### config.mk
export PLATFORM = sky130hd
export DESIGN_NAME = uart_receiver_fsm
export DESIGN_NICKNAME = d
export VERILOG_FILES = /design/src/rtl/uart_receiver_fsm.sv
export SDC_FILE = /design/constraint.sdc
export NUM_CORES = 1
export LEC_CHECK = 0
export CAP_MARGIN = 40
export CORE_MARGIN = 3
export CORE_UTILIZATION = 55
export CTS_BUF_LIST = sky130_fd_sc_hd__clkbuf_8
export DETAILED_ROUTE_END_ITERATION = 10
export HOLD_SLACK_MARGIN = 0.06
export PLACE_DENSITY = 0.87
export SLEW_MARGIN = 10
export SYNTH_ARGS = -nofsm -noshare
export SYNTH_HDL_FRONTEND = slang
export SYNTH_SLANG_ARGS = --single-unit
### constraint.sdc
create_clock -name UCLK -period 2.5 [get_ports UCLK]
set_input_delay 0.25 -clock UCLK [delete_from_list [all_inputs] [get_ports UCLK]]
set_output_delay 0.25 -clock UCLK [all_outputs]
set_load 0.02 [all_outputs]
### src/rtl/uart_receiver_fsm.sv
// UART receive FSM: 2-flop synchroniser, mid-bit sampling, LSB-first deserialise, parity/stop checks.
// Define UART_RX_MAJORITY_VOTE_EN to replace the single mid-bit sample with a 3-sample majority vote.
module uart_receiver_fsm #(
  parameter int DATA_WIDTH = 8,
  parameter int PRESCALE   = 16
) (
  input  logic                  UCLK,
  input  logic                  reset,
  input  logic                  rx_in,
  input  logic                  parity_enable,
  input  logic                  parity_type,
  output logic [DATA_WIDTH-1:0] data_out,
  output logic                  data_valid,
  output logic                  parity_error,
  output logic                  framing_error,
  output logic                  busy
);

  localparam int CW = $clog2(PRESCALE);
  localparam int BW = (DATA_WIDTH > 1) ? $clog2(DATA_WIDTH) : 1;
  localparam logic [CW-1:0] EC_LAST = CW'(PRESCALE - 1);
  localparam logic [BW-1:0] BI_LAST = BW'(DATA_WIDTH - 1);
`ifdef UART_RX_MAJORITY_VOTE_EN
  localparam logic [CW-1:0] EC_V0 = CW'(PRESCALE / 2 - 2);
  localparam logic [CW-1:0] EC_V1 = CW'(PRESCALE / 2 - 1);
  localparam logic [CW-1:0] EC_S  = CW'(PRESCALE / 2);
`else
  localparam logic [CW-1:0] EC_S  = CW'(PRESCALE / 2 - 1);
`endif

  typedef enum logic [2:0] {IDLE, START, DATA, PARITY, STOP} state_t;

  state_t                state_q;
  logic                  rx_meta_q;
  logic                  rx_s_q;
  logic [CW-1:0]         ec_q;
  logic [BW-1:0]         bi_q;
  logic [DATA_WIDTH-1:0] shift_q;
  logic                  par_en_q;
  logic                  par_type_q;
  logic                  perr_q;
  logic [DATA_WIDTH-1:0] data_out_q;
  logic                  data_valid_q;
  logic                  parity_error_q;
  logic                  framing_error_q;
  logic                  sample;
  logic                  at_s;
  logic                  at_last;

`ifdef UART_RX_MAJORITY_VOTE_EN
  logic vote0_q;
  logic vote1_q;

  // The third vote is the live rx_s at the decision cycle itself.
  always_ff @(posedge UCLK or negedge reset) begin
    if (!reset) begin
      vote0_q <= 1'b1;
      vote1_q <= 1'b1;
    end else if (state_q != IDLE) begin
      if (ec_q == EC_V0) vote0_q <= rx_s_q;
      if (ec_q == EC_V1) vote1_q <= rx_s_q;
    end
  end

  assign sample = (vote0_q & vote1_q) | (vote0_q & rx_s_q) | (vote1_q & rx_s_q);
`else
  assign sample = rx_s_q;
`endif

  assign at_s    = (ec_q == EC_S);
  assign at_last = (ec_q == EC_LAST);

  always_ff @(posedge UCLK or negedge reset) begin
    if (!reset) begin
      state_q         <= IDLE;
      rx_meta_q       <= 1'b1;
      rx_s_q          <= 1'b1;
      ec_q            <= '0;
      bi_q            <= '0;
      shift_q         <= '0;
      par_en_q        <= 1'b0;
      par_type_q      <= 1'b0;
      perr_q          <= 1'b0;
      data_out_q      <= '0;
      data_valid_q    <= 1'b0;
      parity_error_q  <= 1'b0;
      framing_error_q <= 1'b0;
    end else begin
      rx_meta_q    <= rx_in;
      rx_s_q       <= rx_meta_q;
      data_valid_q <= 1'b0;
      if (state_q != IDLE) ec_q <= at_last ? '0 : ec_q + CW'(1);
      case (state_q)
        IDLE: begin
          par_en_q   <= parity_enable;
          par_type_q <= parity_type;
          if (!rx_s_q) begin
            state_q <= START;
            ec_q    <= '0;
          end
        end
        START: begin
          if (at_s && sample) begin
            state_q <= IDLE;
          end else if (at_last) begin
            state_q <= DATA;
            bi_q    <= '0;
          end
        end
        DATA: begin
          if (at_s) shift_q <= {sample, shift_q[DATA_WIDTH-1:1]};
          if (at_last) begin
            if (bi_q == BI_LAST) state_q <= par_en_q ? PARITY : STOP;
            else                 bi_q    <= bi_q + BW'(1);
          end
        end
        PARITY: begin
          if (at_s)    perr_q  <= sample ^ (^shift_q) ^ par_type_q;
          if (at_last) state_q <= STOP;
        end
        STOP: begin
          // Leave half a bit early so a back-to-back start edge is not missed.
          if (at_s) begin
            data_out_q      <= shift_q;
            data_valid_q    <= 1'b1;
            framing_error_q <= ~sample;
            parity_error_q  <= par_en_q & perr_q;
            state_q         <= IDLE;
          end
        end
        default: state_q <= IDLE;
      endcase
    end
  end

  assign data_out      = data_out_q;
  assign data_valid    = data_valid_q;
  assign parity_error  = parity_error_q;
  assign framing_error = framing_error_q;
  assign busy          = (state_q != IDLE);

endmodule

==> results.toml, run 1 <==
[status]
status = "complete, no violations"

[timing]
fin_crit_sh_pct = 90.01
setup_ws_ps = 249.8
skew_ps = 7.734
whs_ps = 354.9
finalHoldViolCount = 0
tns_ps = 0
max_freq_mhz = 444.4
slew_headroom_pct = 64.89
setup_viol = 0
timing.final.crit_period_ps = 2250
max_slew.worst_pin.slew_ps = 526.7
rsz0062_at_grt = "false"
maxSlewViolCount = 0

[cts]
cts_sinks = 34
path_clk_slew_ps = 70
ctsHoldBuffers = 0
post_cts_buffers = 0
htreeDepth = 2
cts_tree = "done"
insertion_delay_ps = 290
cts_buffers = 5
clk_path_buf_depth = 2
clockRootBuffer = "clkbuf_8"
cts_resized = 0

[worst_setup_path]
r2r_end = "data_out[6]$_DFFE_PN0P_"
r2r-start = "ec_q[0]$_DFF_PN0_"
crit_type = "reg2out"
worstPathMaxFanout = 9
crit_chain = "nor3_4 > inv_1 > clkdlybuf4s50_1"
critPathTopFamily = "buffers and inverters"
cp_slowest_cell = "dfrtp_1"
cp-start-kind = "register"
timing.critical_path.slowest_cell_delay_ps = 570
cp-end-kind = "primary output"
cp_num_buf_inv = 2
r2r_slack_ps = 710
cp_data_arrival_time_ps = 2000
crit_required_ps = 2250
r2r_cells = 4

[layout]
fillers = 212
syn_to_final_growth_pct = 14.96
post_route_cells_drive_above_1_share_pct = 26.32
nets = 159
fin_cells = 183
diodes = 0

[floorplanning]
start_util_pct = 58.74
row_count = 19
die_y_um = 60.74
die_w_um = 60.74
io_pins = 17
core_mm2 = 0.002805
die_area_mm2 = 0.003689

[min_path]
hold_class = "reg2reg"
min_to = "rx_s_q$_DFF_PN1_"
min_path_cells = 0
hold_path.startpoint = "rx_meta_q$_DFF_PN1_"

[route]
wl_mm = 2.822
detail_route.wl_per_cell_um = 15.42
drt_iter0_drc = 21
ant_nets = 0
drc = 0
via_per_inst = 5.825
dr.pass1.iters = 4
num_vias = 1066

[synth]
avgSynthCellArea_um2 = 12.39
synthTopCellsByCount = "32 x dfrtp_1, 16 x nand2_1, 13 x mux2_2"
synth_enable_flop_cells = 0
synthesis.area_mm2 = 0.001648
ys_async_sr_fraction_pct = 100.0
synthCells = 133
ys_types = 33
yosysMostFrequentCell = "dfrtp_1"
ys_ff_latch = 34
yosys.area.top_type = "dfrtp_1"
synth_warnings = 0
yosysSeqAreaShare_pct = 51.78
synth_nets = 141
synthTopCellsByArea = "dfrtp_1 49%, mux2_2 8.9%, xnor2_1 4.8%, mux2_4 4.6%, nand2_1 3.6%"
synth.top_cell.area_share_pct = 48.60
synthFlopType = "dfrtp_1"

[pwr]
peakVddDrop_mv = 0.5778
p_leak_uw = 0.0008918
powerDensity_mw_per_mm2 = 888.8
power_uw = 1684

[global_routing]
antenna_found_initial = 0
grt_pass1_wl_mm = 4.823
grt_max_degree = 35
grt-ovfl-total = 0
grt_util_all_layers_pct = 18.30
grt_pass1_vias = 1048

[placed_design]
gp_congestion = 0.8314
dpl.cell_count = 175
numPortBuffers = 16
dp_hpwl_mm = 2.030
pre_cts_ws_ps = 606.0

[flow_run]
drv_cap = 0
-- registers in the layout, indices dropped and copies added (netlist names) --
| name | count |
|---|---|
| framing_error | 1 |
| data_valid | 1 |
| par_type_q | 1 |
| perr_q | 1 |
| bi_q | 3 |
| parity_error | 1 |
| shift_q | 8 |
| rx_meta_q | 1 |
| par_en_q | 1 |
| state_q | 3 |
| data_out | 8 |
| rx_s_q | 1 |
| ec_q | 4 |
-- final cells by class --
cell class              instances  area (um^2)  share of cell area (%)
inverters                       4        15.01                  0.7926
flip-flops and latches         34        853.3                   45.05
well taps                      31        38.79                   2.048
clock buffers                   6        82.58                   4.359
clock inverters                 2        12.51                  0.6605
multi-input cells              89        724.4                   38.24
repair buffers                 17        167.7                   8.851
-- worst max-delay path by stage --
stage,startpoint,endpoint,slack [ps],cells after the start
after CTS,state_q[2]$_DFFE_PN0P_,busy,270,3
after global routing,state_q[2]$_DFFE_PN0P_,busy,170,3
after global placement,state_q[2]$_DFFE_PN0P_,busy,660,3
final,state_q[2]$_DFFE_PN0P_,busy,250,3
after floorplan,ec_q[0]$_DFF_PN0_,data_out[3]$_DFFE_PN0P_,900,6
after detailed placement,state_q[2]$_DFFE_PN0P_,busy,610,3
-- metal layers --
layer | track usage (%) | routed length, um | up-vias
li1 | - | - | 503
met1 | 23.21 | 1229 | 533
met2 | 28.85 | 1412 | 24
met3 | 5.532 | 124 | 6
met4 | 8.359 | 57 | 0
met5 | 0 | 0 | -
-- power by group --
group          internal [uW]  total [uW]  switching [uW]  leakage [uW]
clock network            221         412             191     0.0000472
logic                    217         491             274      0.000390
registers                638         781             143      0.000454
-- worst register-to-register path, stage by stage (launching register included) --
cell	delay (ps)
dfrtp_1	420
ha_1	290
and3b_1	360
nand3_4	240
mux2_4	380
-- metrics by stage --
| stage | cell area [um^2] | util [%] |
|---|---|---|
| floorplan | 1648 | - |
| global placement | 1799 | 64.14 |
| detailed placement | 1799 | 64.14 |
| CTS | 1894 | 67.53 |
| global route | 1894 | 67.53 |
| finish | 1894 | 67.53 |
-- logic make-up (layout without fill, tap and decap cells) --
group | after synthesis | after routing | synth area share, %
and+or+nand+nor | 37 | 37 | 14.81
DFF | 34 | 34 | 51.78
AOI/OAI and AO/OA | 21 | 21 | 7.972
muxes | 19 | 19 | 14.12
buffers and inverters | 10 | 29 | 4.252
xor gates and xnor gates | 9 | 9 | 4.784
adders and majority gates | 3 | 3 | 2.278
-- placed cells by master (no fill, tap or decap), types with 2 or more instances in the layout --
cell,Yosys,final
ha_1,3,3
nor2b_1,2,2
o211ai_1,3,3
o21ai_0,10,10
and3_1,2,2
a21oi_1,5,5
clkdlybuf4s50_1,0,16
clkbuf_8,0,6
mux2_2,13,13
dfstp_2,2,2
xnor2_1,9,9
nand3_1,3,3
inv_1,3,3
nand2_1,16,16
dfrtp_1,32,32
mux2_4,5,5
nor3_2,2,2
nand4b_1,2,2
Power figures use the tool's default switching activity.
==> inputs of run 2 (changes only) <==
--- a/config.mk
+++ b/config.mk
@@ -8,7 +8,7 @@
 export CAP_MARGIN = 40
 export CORE_MARGIN = 3
 export CORE_UTILIZATION = 55
-export CTS_BUF_LIST = sky130_fd_sc_hd__clkbuf_8
+export CTS_BUF_LIST = sky130_fd_sc_hd__clkbuf_4 sky130_fd_sc_hd__clkbuf_8
 export DETAILED_ROUTE_END_ITERATION = 10
 export HOLD_SLACK_MARGIN = 0.06
 export PLACE_DENSITY = 0.87
==> results.toml, run 2 (synthesis gave the netlist of run 1 again) <==
[timing]
setup_viol = 0
maxSlewViolCount = 0
tns_ps = 0
finalHoldViolCount = 0
rsz0062_at_grt = "false"
timing.final.crit_period_ps = 2298
max_freq_mhz = 435.2
max_slew.worst_pin.slew_ps = 523.0
whs_ps = 295.3
slew_headroom_pct = 65.13
skew_ps = 13.00
fin_crit_sh_pct = 91.91

[floorplanning]
die_w_um = 60.74
start_util_pct = 58.74
row_count = 19
die_y_um = 60.74
io_pins = 17
core_mm2 = 0.002805
die_area_mm2 = 0.003689

[pwr]
p_leak_uw = 0.0008788
peakVddDrop_mv = 0.5312
powerDensity_mw_per_mm2 = 850.0
power_uw = 1584

[worst_setup_path]
timing.critical_path.slowest_cell_delay_ps = 590
cp-startpoint = "state_q[2]$_DFFE_PN0P_"
critPathTopFamily = "buffers and inverters"
worstPathMaxFanout = 9
cp-start-kind = "register"
crit_required_ps = 2250
cp_data_arrival_time_ps = 2050
crit_chain = "nor3_4 > inv_1 > clkdlybuf4s50_1"
r2r-start = "ec_q[0]$_DFF_PN0_"
crit_type = "reg2out"
cp_num_buf_inv = 2
cp_slowest_cell = "dfrtp_1"
r2r_slack_ps = 740
cp-end-kind = "primary output"

[route]
dr.pass1.iters = 5
drt_iter0_drc = 28
wl_mm = 2.734
via_per_inst = 5.645
ant_nets = 0
detail_route.wl_per_cell_um = 14.94
num_vias = 1033
drc = 0

[cts]
ctsHoldBuffers = 0
clk_path_buf_depth = 2
cts_buffers = 5
insertion_delay_ps = 340
htreeDepth = 2
cts_sinks = 34
cts_tree = "done"
path_clk_slew_ps = 110
cts_resized = 0
post_cts_buffers = 0
clockRootBuffer = "clkbuf_4"

[global_routing]
grt-ovfl-total = 0
grt_util_all_layers_pct = 17.44
antenna_found_initial = 0
grt_pass1_wl_mm = 4.560
grt_pass1_vias = 1005
grt_max_degree = 35

[placed_design]
numPortBuffers = 16
gp_congestion = 0.8314
dp_hpwl_mm = 2.030
dpl.cell_count = 175

[layout]
nets = 159
post_route_cells_drive_above_1_share_pct = 26.32
most-common-layout-cells = "32 x dfrtp_1, 16 x nand2_1, 16 x clkdlybuf4s50_1, 13 x mux2_2, 10 x o21ai_0"
fillers = 219
mostFrequentLayoutCell = "dfrtp_1"
diodes = 0
syn_to_final_growth_pct = 13.06
fin_cells = 183

[min_path]
hold_class = "in2async"

[flow_run]
drv_cap = 0

[status]
status = "complete, no violations"
-- run 2: worst paths after layout --
check | end | cells after the start
setup / recovery | busy | 3
setup reg to reg | data_out[6]$_DFFE_PN0P_ | 4
max in group asynchronous | rx_meta_q$_DFF_PN1_ | 2
min in group UCLK | rx_meta_q$_DFF_PN1_ | 1
hold reg to reg | rx_s_q$_DFF_PN1_ | 0
hold / removal | shift_q[7]$_DFFE_PN0P_ | 2
-- run 2: layout make-up --
| type | count | area [um^2] | share of cell area [%] |
|---|---|---|---|
| Clock buffer | 6 | 51.30 | 2.754 |
| Clock inverter | 2 | 12.51 | 0.6716 |
| Sequential cell | 34 | 853.3 | 45.80 |
| Inverter | 4 | 15.01 | 0.8059 |
| Tap cell | 31 | 38.79 | 2.082 |
| Multi-Input combinational cell | 89 | 724.4 | 38.89 |
| Timing Repair Buffer | 17 | 167.7 | 8.999 |
-- run 2: layer usage --
| metal | vias to the layer above | GRT usage, % | routed length, um |
|---|---|---|---|
| li1 | 501 | - | - |
| met1 | 509 | 21.55 | 1229 |
| met2 | 16 | 27.79 | 1343 |
| met3 | 7 | 5.532 | 99 |
| met4 | 0 | 8.359 | 61 |
| met5 | - | 0 | 0 |
-- run 2: where the power goes --
| group | total, uW | internal (uW) | switching, uW |
|---|---|---|---|
| sequential | 778 | 637 | 141 |
| clock | 319 | 135 | 183 |
| combinational | 487 | 217 | 270 |
-- run 2: metrics by stage --
step / worst slack, ps / util (%) / cell area (um^2)
6_report: 202.2 / 66.41 / 1863
5_1_grt: 103.3 / 66.41 / 1863
4_1_cts: 203.2 / 66.41 / 1863
3_5_place_dp: 606.0 / 64.14 / 1799
3_3_place_gp: 660.9 / 64.14 / 1799
2_1_floorplan: 895.6 / - / 1648
==> inputs of run 3 (changes only) <==
--- a/config.mk
+++ b/config.mk
@@ -12,6 +12,7 @@
 export DETAILED_ROUTE_END_ITERATION = 10
 export HOLD_SLACK_MARGIN = 0.06
 export PLACE_DENSITY = 0.87
+export SKIP_LAST_GASP = 1
 export SLEW_MARGIN = 10
 export SYNTH_ARGS = -nofsm -noshare
 export SYNTH_HDL_FRONTEND = slang
==> results of run 3 <==
Same layout as run 2: the final DEF is identical, and so are final timing and power.
==> patch (config.mk and constraints of run 3) <==
Encoding of `state_t`: now one-hot (5 bits for 5 states).
--- a/src/rtl/uart_receiver_fsm.sv
+++ b/src/rtl/uart_receiver_fsm.sv
@@ -29,5 +29,5 @@
 `endif
 
-  typedef enum logic [2:0] {IDLE, START, DATA, PARITY, STOP} state_t;
+  typedef enum logic [4:0] {IDLE = 5'b00001, START = 5'b00010, DATA = 5'b00100, PARITY = 5'b01000, STOP = 5'b10000} state_t;
 
   state_t                state_q;
Check against the original RTL: no difference found for any inputs over 10 cycles, from zero or initial values and one cycle with reset low; not proved beyond that.
==> patch against run 3 <==
Worst setup slack gained 0.10 ns. Final cell count grew 13%. Total power shrank 7.6%. Area after synthesis grew 4.6%. Cell area grew 6.2%. Maximum frequency grew 4.5%. First-iteration DRC count grew 39%. Die area grew 4.1%. Sequential cell count grew 2. Via count grew 14%. Wire length grew 17%. Critical path type unchanged. Largest power group unchanged.
==> patch: results (changes against run 3) <==
- Cell with the largest stage delay on the worst path: clkdlybuf4s50_1
- The post-synthesis area per instance was 12.1 sq um (-2.1%).
- The global-route wire length before repair was 5.37 mm (+18%).
- The mean number of vias per cell is 5.71 (+1.2%).
- Number of filler instances in the final layout: 210 (-4.1%)
- The routability congestion estimate from global placement came to 0.792 (-4.8%).
* Adder and majority gate portion of the synthesized area: 2.18% (-0.099 points)
* Clock-pin transition on the worst setup and hold timing paths: 0.09 ns (-0.02 ns)
* Detailed-routing wirelength on met1: 1.38 mm (+12%)
- By area the synthesized netlist is led by dfrtp_1 (48%), mux2_2 (7.8%), mux2_4 (5.2%), dfstp_2 (4.6%), xnor2_1 (3.1%).
* Mux cell area share after synthesis: 13.7% (-0.47 points)
- Largest net degree at the start of global routing: 37 (+5.7%)
* Syn_nets: 150 (+6.4%)
- Starting DRT DRC Count: 39 (+39%)
- The met3 routed wirelength was 175 um (+77%).
* Critical-path maximum fanout: 6 (-3)
* Placed Instances: 198 (+13%)
- The overall routing resource usage came to 19.4% (+1.9 points).
- Layout cell share with drive strength beyond 1: 22.0% (-4.4 points)
- Complex-gate fraction of the synthesized area: 11.0% (+3.0 points)
- The count of cells along the worst register-to-register path was 5 (+1).
- The transition time at the pin with the least slew margin came to 0.446 ns (-0.0765 ns).
* Most numerous cell types in the synthesized netlist: dfrtp_1 (33), nand2_1 (13), mux2_2 (12)
* Share of the synthesized area in the top cell type: 47.9% (-0.67 points)
- The post-synthesis cell type count is 38 (+15%).
* Detailed-placement wirelength estimate: 2.35 mm (+16%)
- The fraction of synthesized cell area in xor and xnor cells is 4.87% (+0.082 points).
- Static Leakage: 0.898 nW (+2.2%)
* Iteration count of the initial detailed-routing pass: 4 (-1)
* Number of global-route vias before repair: 1185 (+18%)
- Run status: completed
* Worst clock skew: 0.0117 ns (-0.00133 ns)
- Top delay family on crit path: simple AND/OR/NAND/NOR gates
- The largest vdd supply drop was 0.463 mV (-13%).
- The arrival time of the worst setup path is 1.95 ns (-0.10 ns).
[patch: cells by family (layout without fill, tap and decap cells)]
| group | after synthesis | in the layout |
|---|---|---|
| xor gates and xnor gates | 8 | 8 |
| DFF | 36 | 36 |
| adders and majority gates | 3 | 3 |
| muxes | 19 | 19 |
| AOI/OAI and AO/OA | 29 | 29 |
| buffers and inverters | 6 | 28 |
| and+or+nand+nor | 41 | 41 |
[patch: per-stage QoR]
stage / setup slack [ns] / cell area (sq um)
after floorplan: 0.965 / 1720
after global placement: 0.781 / 1920
after detailed placement: 0.692 / 1920
after CTS: 0.323 / 1980
after global routing: 0.208 / 1980
final: 0.302 / 1980
[patch: report_power, final]
| group | internal (mW) | switching [mW] | total, mW |
|---|---|---|---|
| logic | 0.208 | 0.224 | 0.431 |
| clock network | 0.131 | 0.174 | 0.305 |
| registers | 0.655 | 0.0726 | 0.728 |
[patch: layout make-up]
type                       count  area, sq um  area share (%)
multi-input combinational    100          781            39.5
clock buffer                   7         52.6            2.66
clock inverter                 1         5.00           0.253
timing repair buffer          18          175            8.86
sequential                    36          905            45.7
inverter                       2         7.51           0.380
tap                           42         52.6            2.66
[patch: worst paths after layout]
path / start / to / slack (ns)
setup / recovery: state_q[2]$_DFFE_PN0P_ / busy / 0.30
min in group UCLK: rx_in / rx_meta_q$_DFF_PN1_ / 0.33
max in group asynchronous: reset / rx_meta_q$_DFF_PN1_ / 1.83
hold reg to reg: rx_meta_q$_DFF_PN1_ / rx_s_q$_DFF_PN1_ / 0.36
hold / removal: reset / state_q[3]$_DFFE_PN0P_ / 0.33
setup reg to reg: state_q[2]$_DFFE_PN0P_ / ec_q[3]$_DFF_PN0_ / 0.73
[patch: layer usage]
| metal | track usage [%] | up-vias |
|---|---|---|
| li1 | - | 554 |
| met1 | 25.1 | 571 |
| met2 | 30.0 | 48 |
| met3 | 6.82 | 4 |
| met4 | 6.97 | 0 |
| met5 | 0 | - |
